===== src/rtl/match_pkg.sv =====
// -----------------------------------------------------------------------------
// match_pkg
// Shared definitions for the match controller: FSM state encodings, winner
// encodings, score and timer widths, and a saturating score increment.
// No ports (package).
// -----------------------------------------------------------------------------
package match_pkg;

  localparam int SCORE_W = 4;
  localparam int TIMER_W = 8;

  typedef enum logic [2:0] {
    ST_IDLE  = 3'd0,
    ST_SERVE = 3'd1,
    ST_PLAY  = 3'd2,
    ST_POINT = 3'd3,
    ST_OVER  = 3'd4
  } state_t;

  typedef enum logic [1:0] {
    WIN_NONE = 2'b00,
    WIN_P1   = 2'b01,
    WIN_P2   = 2'b10
  } winner_t;

  localparam logic [SCORE_W-1:0] SCORE_MAX = '1;

  // Scores stop at the top of their range instead of wrapping to zero.
  function automatic logic [SCORE_W-1:0] sat_inc(input logic [SCORE_W-1:0] s);
    return (s == SCORE_MAX) ? s : s + SCORE_W'(1);
  endfunction

endpackage


===== src/rtl/match_ctrl_frame_timer.sv =====
// -----------------------------------------------------------------------------
// frame_timer
// 8-bit frame down-counter used for the serve hold and the post-goal pause.
// Ports:
//   clk, rst   - system clock, synchronous active-high reset (count -> 0)
//   ftick      - frame enable; the counter only moves on ftick cycles
//   load       - on an ftick, load load_val instead of counting
//   load_val   - value loaded when load is set
//   expire     - high while the count is 1, i.e. the current frame is the
//                last one of the interval
// -----------------------------------------------------------------------------
module frame_timer
  import match_pkg::*;
(
  input  logic               clk,
  input  logic               rst,
  input  logic               ftick,
  input  logic               load,
  input  logic [TIMER_W-1:0] load_val,
  output logic               expire
);

  logic [TIMER_W-1:0] count;

  // The count parks at zero once an interval has run out, so an idle timer
  // never raises expire again until it is reloaded.
  always_ff @(posedge clk) begin
    if (rst) begin
      count <= '0;
    end else if (ftick) begin
      if (load) begin
        count <= load_val;
      end else if (count != '0) begin
        count <= count - TIMER_W'(1);
      end
    end
  end

  assign expire = (count == TIMER_W'(1));

endmodule


===== src/rtl/match_ctrl.sv =====
// -----------------------------------------------------------------------------
// match_ctrl
// Match sequencing for a two-player ball game: idle, serve hold, rally,
// post-goal pause and game over, with score keeping and winner detection.
// Optional macro MATCH_CTRL_DEUCE_EN: a win needs a 2-point lead, and a tie
// at WIN_SCORE or above is pulled back to WIN_SCORE-1 each.
// Parameters: WIN_SCORE (1..14), SERVE_FRAMES (1..255), POINT_FRAMES (1..255)
// Ports:
//   clk, rst          - system clock, synchronous active-high reset
//   ftick             - one-clk frame enable; all progress happens on it
//   start             - level request to begin / restart a match
//   goal_p1, goal_p2  - goal flags; goal_p1 scores for player 1
//   game_rst          - holds ball and paddles at home (low only in PLAY)
//   ball_en           - ball movement enable (high only in PLAY)
//   score_p1/score_p2 - current scores
//   winner            - 00 none, 01 player 1, 10 player 2
//   serve_dir         - 0 serve toward player 1, 1 toward player 2
//   state             - current FSM state for debug LEDs
// -----------------------------------------------------------------------------
module match_ctrl
  import match_pkg::*;
#(
  parameter int WIN_SCORE    = 7,
  parameter int SERVE_FRAMES = 60,
  parameter int POINT_FRAMES = 90
) (
  input  logic               clk,
  input  logic               rst,
  input  logic               ftick,
  input  logic               start,
  input  logic               goal_p1,
  input  logic               goal_p2,
  output logic               game_rst,
  output logic               ball_en,
  output logic [SCORE_W-1:0] score_p1,
  output logic [SCORE_W-1:0] score_p2,
  output logic [1:0]         winner,
  output logic               serve_dir,
  output logic [2:0]         state
);

  localparam logic [SCORE_W-1:0] WIN_S   = SCORE_W'(WIN_SCORE);
  localparam logic [TIMER_W-1:0] SERVE_T = TIMER_W'(SERVE_FRAMES);
  localparam logic [TIMER_W-1:0] POINT_T = TIMER_W'(POINT_FRAMES);

  state_t             state_q;
  winner_t            winner_q;
  logic               timer_load;
  logic [TIMER_W-1:0] timer_val;
  logic               timer_expire;
  logic               p1_wins;
  logic               p2_wins;
  logic               match_won;

`ifdef MATCH_CTRL_DEUCE_EN
  localparam logic [SCORE_W-1:0] DEUCE_S = SCORE_W'(WIN_SCORE - 1);
  logic p1_goal_ties;
  logic p2_goal_ties;

  // Extended by one bit so the +2 lead test cannot overflow near the top.
  assign p1_wins = (score_p1 >= WIN_S) &&
                   ({1'b0, score_p1} >= ({1'b0, score_p2} + (SCORE_W+1)'(2)));
  assign p2_wins = (score_p2 >= WIN_S) &&
                   ({1'b0, score_p2} >= ({1'b0, score_p1} + (SCORE_W+1)'(2)));

  // A goal that would produce a tie at or above WIN_SCORE triggers deuce.
  assign p1_goal_ties = (sat_inc(score_p1) == score_p2) && (score_p2 >= WIN_S);
  assign p2_goal_ties = (sat_inc(score_p2) == score_p1) && (score_p1 >= WIN_S);
`else
  assign p1_wins = (score_p1 == WIN_S);
  assign p2_wins = (score_p2 == WIN_S);
`endif

  assign match_won = p1_wins || p2_wins;

  // Timer reload points: match start/restart and end of a pause that does not
  // end the match load the serve hold; any goal (including a replay) loads
  // the post-goal pause. The timer itself only acts on ftick.
  always_comb begin
    timer_load = 1'b0;
    timer_val  = SERVE_T;
    unique case (state_q)
      ST_IDLE, ST_OVER: timer_load = start;
      ST_PLAY: begin
        if (goal_p1 || goal_p2) begin
          timer_load = 1'b1;
          timer_val  = POINT_T;
        end
      end
      ST_POINT: timer_load = timer_expire && !match_won;
      default: ;
    endcase
  end

  frame_timer u_timer (
    .clk      (clk),
    .rst      (rst),
    .ftick    (ftick),
    .load     (timer_load),
    .load_val (timer_val),
    .expire   (timer_expire)
  );

  // game_rst and ball_en are updated together with the state so they are
  // registered and always agree with it; PLAY is only entered from SERVE and
  // only left toward POINT.
  always_ff @(posedge clk) begin
    if (rst) begin
      state_q   <= ST_IDLE;
      score_p1  <= '0;
      score_p2  <= '0;
      winner_q  <= WIN_NONE;
      serve_dir <= 1'b0;
      game_rst  <= 1'b1;
      ball_en   <= 1'b0;
    end else if (ftick) begin
      unique case (state_q)
        ST_IDLE, ST_OVER: begin
          if (start) begin
            score_p1 <= '0;
            score_p2 <= '0;
            winner_q <= WIN_NONE;
            state_q  <= ST_SERVE;
          end
        end
        ST_SERVE: begin
          if (timer_expire) begin
            state_q  <= ST_PLAY;
            game_rst <= 1'b0;
            ball_en  <= 1'b1;
          end
        end
        ST_PLAY: begin
          if (goal_p1 || goal_p2) begin
            state_q  <= ST_POINT;
            game_rst <= 1'b1;
            ball_en  <= 1'b0;
            // Simultaneous goals are a replay: no score, serve side kept.
            if (goal_p1 && !goal_p2) begin
              serve_dir <= 1'b1;
`ifdef MATCH_CTRL_DEUCE_EN
              if (p1_goal_ties) begin
                score_p1 <= DEUCE_S;
                score_p2 <= DEUCE_S;
              end else begin
                score_p1 <= sat_inc(score_p1);
              end
`else
              score_p1 <= sat_inc(score_p1);
`endif
            end else if (goal_p2 && !goal_p1) begin
              serve_dir <= 1'b0;
`ifdef MATCH_CTRL_DEUCE_EN
              if (p2_goal_ties) begin
                score_p1 <= DEUCE_S;
                score_p2 <= DEUCE_S;
              end else begin
                score_p2 <= sat_inc(score_p2);
              end
`else
              score_p2 <= sat_inc(score_p2);
`endif
            end
          end
        end
        ST_POINT: begin
          if (timer_expire) begin
            if (match_won) begin
              state_q  <= ST_OVER;
              winner_q <= p1_wins ? WIN_P1 : WIN_P2;
            end else begin
              state_q <= ST_SERVE;
            end
          end
        end
        default: state_q <= ST_IDLE;
      endcase
    end
  end

  assign winner = winner_q;
  assign state  = state_q;

endmodule


===== config.mk =====
export PLATFORM = sky130hd
export DESIGN_NAME = match_ctrl
export DESIGN_NICKNAME = d
export VERILOG_FILES = /design/src/rtl/match_pkg.sv /design/src/rtl/match_ctrl_frame_timer.sv /design/src/rtl/match_ctrl.sv
export SDC_FILE = /design/constraint.sdc
export NUM_CORES = 1
export LEC_CHECK = 0
export ABC_AREA = 1
export CAP_MARGIN = 20
export CORE_AREA = 5 5 67 69
export CTS_BUF_LIST = sky130_fd_sc_hd__clkbuf_8
export DETAILED_ROUTE_END_ITERATION = 8
export DIE_AREA = 0 0 72 74
export GPL_ROUTABILITY_DRIVEN = 0
export PLACE_DENSITY = 0.71
export SLEW_MARGIN = 20
export SYNTH_ARGS = -nofsm -noshare
export SYNTH_HDL_FRONTEND = slang
export SYNTH_HIERARCHICAL = 1
export SYNTH_SLANG_ARGS = --single-unit

===== constraint.sdc =====
create_clock -name clk -period 2.9 [get_ports clk]
set_input_delay 0.58 -clock clk [delete_from_list [all_inputs] [get_ports clk]]
set_output_delay 0.58 -clock clk [all_outputs]
set_load 0.05 [all_outputs]

==> flow_summary.toml <==
[route]
drt-total-wl_um = 3460
ant_nets = 0
drtPass1Iterations = 4
wire_per_inst_um = 10.5
drc_errors = 0
first_iter_violations = 80
vias = 1576
avgViaCountPerCell = 4.76

[job]
cap_violations = 0

[critical_path]
crit_chain = "inv_1 > ha_1 > nand3_1 > nor3_1 > inv_1 > o221ai_1 > clkinv_1 > o21ai_0 > nand2_1 > o21ai_1 > a21oi_1"
start_kind = "flip-flop"
cp_top_family = "compound AO/OA/AOI/OAI gates"
path_common_cell = "inv_1"
slowest_stage = "o221ai_1"
path_class = "reg2reg"
cp.required_ps = 3060
cp_slowest_stage_delay_ps = 470
crit_arrival_ps = 2700
end_kind = "flip-flop"
cp_num_buf_inv = 3
cp_max_fo = 10

[hold_path]
hold_path.class = "reg2reg"

[clock_network]
postCtsSetupRepairBufs = 0
cts_buffers = 3
clk_latency_ps = 270
htree_levels = 1
clockBufferDepth = 2
cts.sinks = 24
tritoncts = "done"
cts_resized = 0
cts_root_buf = "clkbuf_8"
path_clk_slew_ps = 90
cts_hold_buf = 0

[pwr]
power_frac_comb_pct = 42.9
intPower_uw = 666
sw_frac_of_total_pct = 42.0
power_leakage_nw = 0.900
pwr-share-seq_pct = 36.6
p_sw_uw = 483
p_per_area_nw_per_um2 = 581
pwr-share-clk_pct = 20.5
vdd_drop_max_v = 0.000255

[timing]
relSlewSlack_pct = 63.8
min_period_ps = 2530
clock_skew_ps = 1.91
finalCritPeriodShare_pct = 87.3
hold_violations = 0
hold_ws_ps = 464
tightest_slew_ps = 543
max_freq_mhz = 395
setup_viol = 0
rsz0062_at_grt = "no"
slew_viol_final = 0
setup_tns_ps = 0

[yosys]
synth_seq_area_share_pct = 29.1
synth_cell_type_count = 30
yosysWarnings = 6
ys_ff_latch = 24
netlist_area_um2 = 1650
synthesis.instances = 254
avgSynthCellArea_um2 = 6.49

[global_route]
antenna_found_initial = 0
grt_max_degree = 14
grt_pass1_wl_um = 6440
grt_use_total_pct = 14.7
grt_pass1_vias = 1523
gr-total-overflow = 0

[placement]
dpl.hpwl_um = 2700
portBuffers = 21

[floorplanning]
chipHeight_um = 74
die_width_um = 72
ioPinCount = 22
core_um2 = 3860
start_util_pct = 42.8
rows = 23
dieArea_um2 = 5330

[outcome]
status = "finished, final reports clean"

[finish]
nNetsFinal = 296
final_cell_mix = "nand2_1 (61), nor2_1 (36), inv_1 (34)"
num-fill-cells = 417
mostFrequentLayoutCell = "nand2_1"
synthToLayoutAreaGrowth_pct = 19.9
layout-drive-gt1-share_pct = 11.0
antenna_cells = 0
==> cells in the mapped netlist <==
cell type,instances,area (µm²)
o21ai_1,3,15.0
nand3_4,2,35.0
and2_1,1,6.26
o221ai_1,1,8.76
inv_2,2,7.51
nand2_1,61,229
o21bai_1,1,7.51
xor2_1,1,8.76
nand2_4,1,11.3
nand3_2,1,10.0
nor2_4,3,33.8
inv_1,34,128
xnor2_1,1,8.76
nand4_1,3,18.8
nor2_1,36,135
nand3_1,22,110
nand4_2,1,12.5
clkinv_1,2,7.51
o21ai_2,1,8.76
nor2_2,6,37.5
o21ai_0,10,50.1
ha_1,8,100
nor3_1,2,10.0
a21oi_1,15,75.1
nand2_2,5,31.3
conb_1,2,7.51
nor2_8,1,20.0
or2_2,2,12.5
buf_6,2,22.5
dfxtp_1,24,480
==> worst reg2reg max path, stage by stage, from the launching register on <==
cell and delay [ps]:
dfxtp_1 320, inv_1 140, ha_1 180, nand3_1 70, nor3_1 380, inv_1 80
o221ai_1 470, clkinv_1 390, o21ai_0 160, nand2_1 70, o21ai_1 120, a21oi_1 50
==> through the flow <==
stage | std cells | utilization, % | power [mW] | setup slack [ps] | instance area [µm²]
after floorplan | 256 | - | 0.808 | 741 | 1660
after global placement | 327 | 49.8 | 0.916 | 270 | 1920
final | 331 | 51.3 | 1.15 | 368 | 1980
after detailed placement | 327 | 49.8 | 0.922 | 217 | 1920
after CTS | 331 | 51.3 | 1.16 | 422 | 1980
after global routing | 331 | 51.3 | 1.25 | 7.22 | 1980
==> state kept, by name, summed over array words and instances, names as in the netlist <==
register / cells
u_timer/count: 8
score_p1: 4
score_p2: 4
state: 3
winner: 2
ball_en: 1
game_rst: 1
serve_dir: 1
==> power groups by stage <==
stage	Sequential, mW	Combinational (mW)	Clock [mW]
global placement	0.427	0.489	0
CTS	0.421	0.495	0.243
floorplan	0.499	0.309	0
detailed placement	0.428	0.494	0
global route	0.430	0.564	0.259
finish	0.421	0.493	0.236
==> metal layers <==
| layer | wire length, µm | GRT usage [%] | part of all wire (%) |
|---|---|---|---|
| met5 | 0 | 0 | 0 |
| met2 | 1660 | 25.4 | 48 |
| met3 | 101 | 2.30 | 2.9 |
| met1 | 1670 | 18.9 | 48 |
| met4 | 36 | 5.01 | 1.0 |
==> path summary, 6_finish.rpt <==
kind                                               startpoint                             to  slack [ps]  cells after the start
worst min-delay path                    game_rst$_SDFFE_PP1P_          game_rst$_SDFFE_PP1P_         460                      2
worst max-delay path            u_timer/count[1]$_SDFFE_PP0P_  u_timer/count[3]$_SDFFE_PP0P_         370                     11
worst min register to register          game_rst$_SDFFE_PP1P_          game_rst$_SDFFE_PP1P_         460                      2
worst max register to register  u_timer/count[1]$_SDFFE_PP0P_  u_timer/count[3]$_SDFFE_PP0P_         370                     11
==> cells by family (layout without fill, tap and decap cells) <==
| family | Yosys count | in the layout | share of synthesized area, % |
|---|---|---|---|
| flip-flops | 24 | 24 | 29.1 |
| AO/OA/AOI/OAI | 31 | 31 | 10.0 |
| buffers and inverters | 40 | 65 | 10.0 |
| XOR/XNOR | 2 | 2 | 1.06 |
| other | 2 | 4 | 0.455 |
| adder cells (fa/ha/maj) | 8 | 8 | 6.07 |
| AND/OR/NAND/NOR | 147 | 147 | 43.2 |
==> layout make-up <==
cell class / instances / area, µm² / share of cell area (%)
Clock buffer: 4 / 55.1 / 2.78
Sequential cell: 24 / 480 / 24.3
Timing Repair Buffer: 23 / 225 / 11.4
Tap cell: 50 / 62.6 / 3.16
Multi-Input combinational cell: 192 / 1010 / 51.1
Inverter: 38 / 143 / 7.22
No activity file was read; power rests on OpenSTA's default activity.
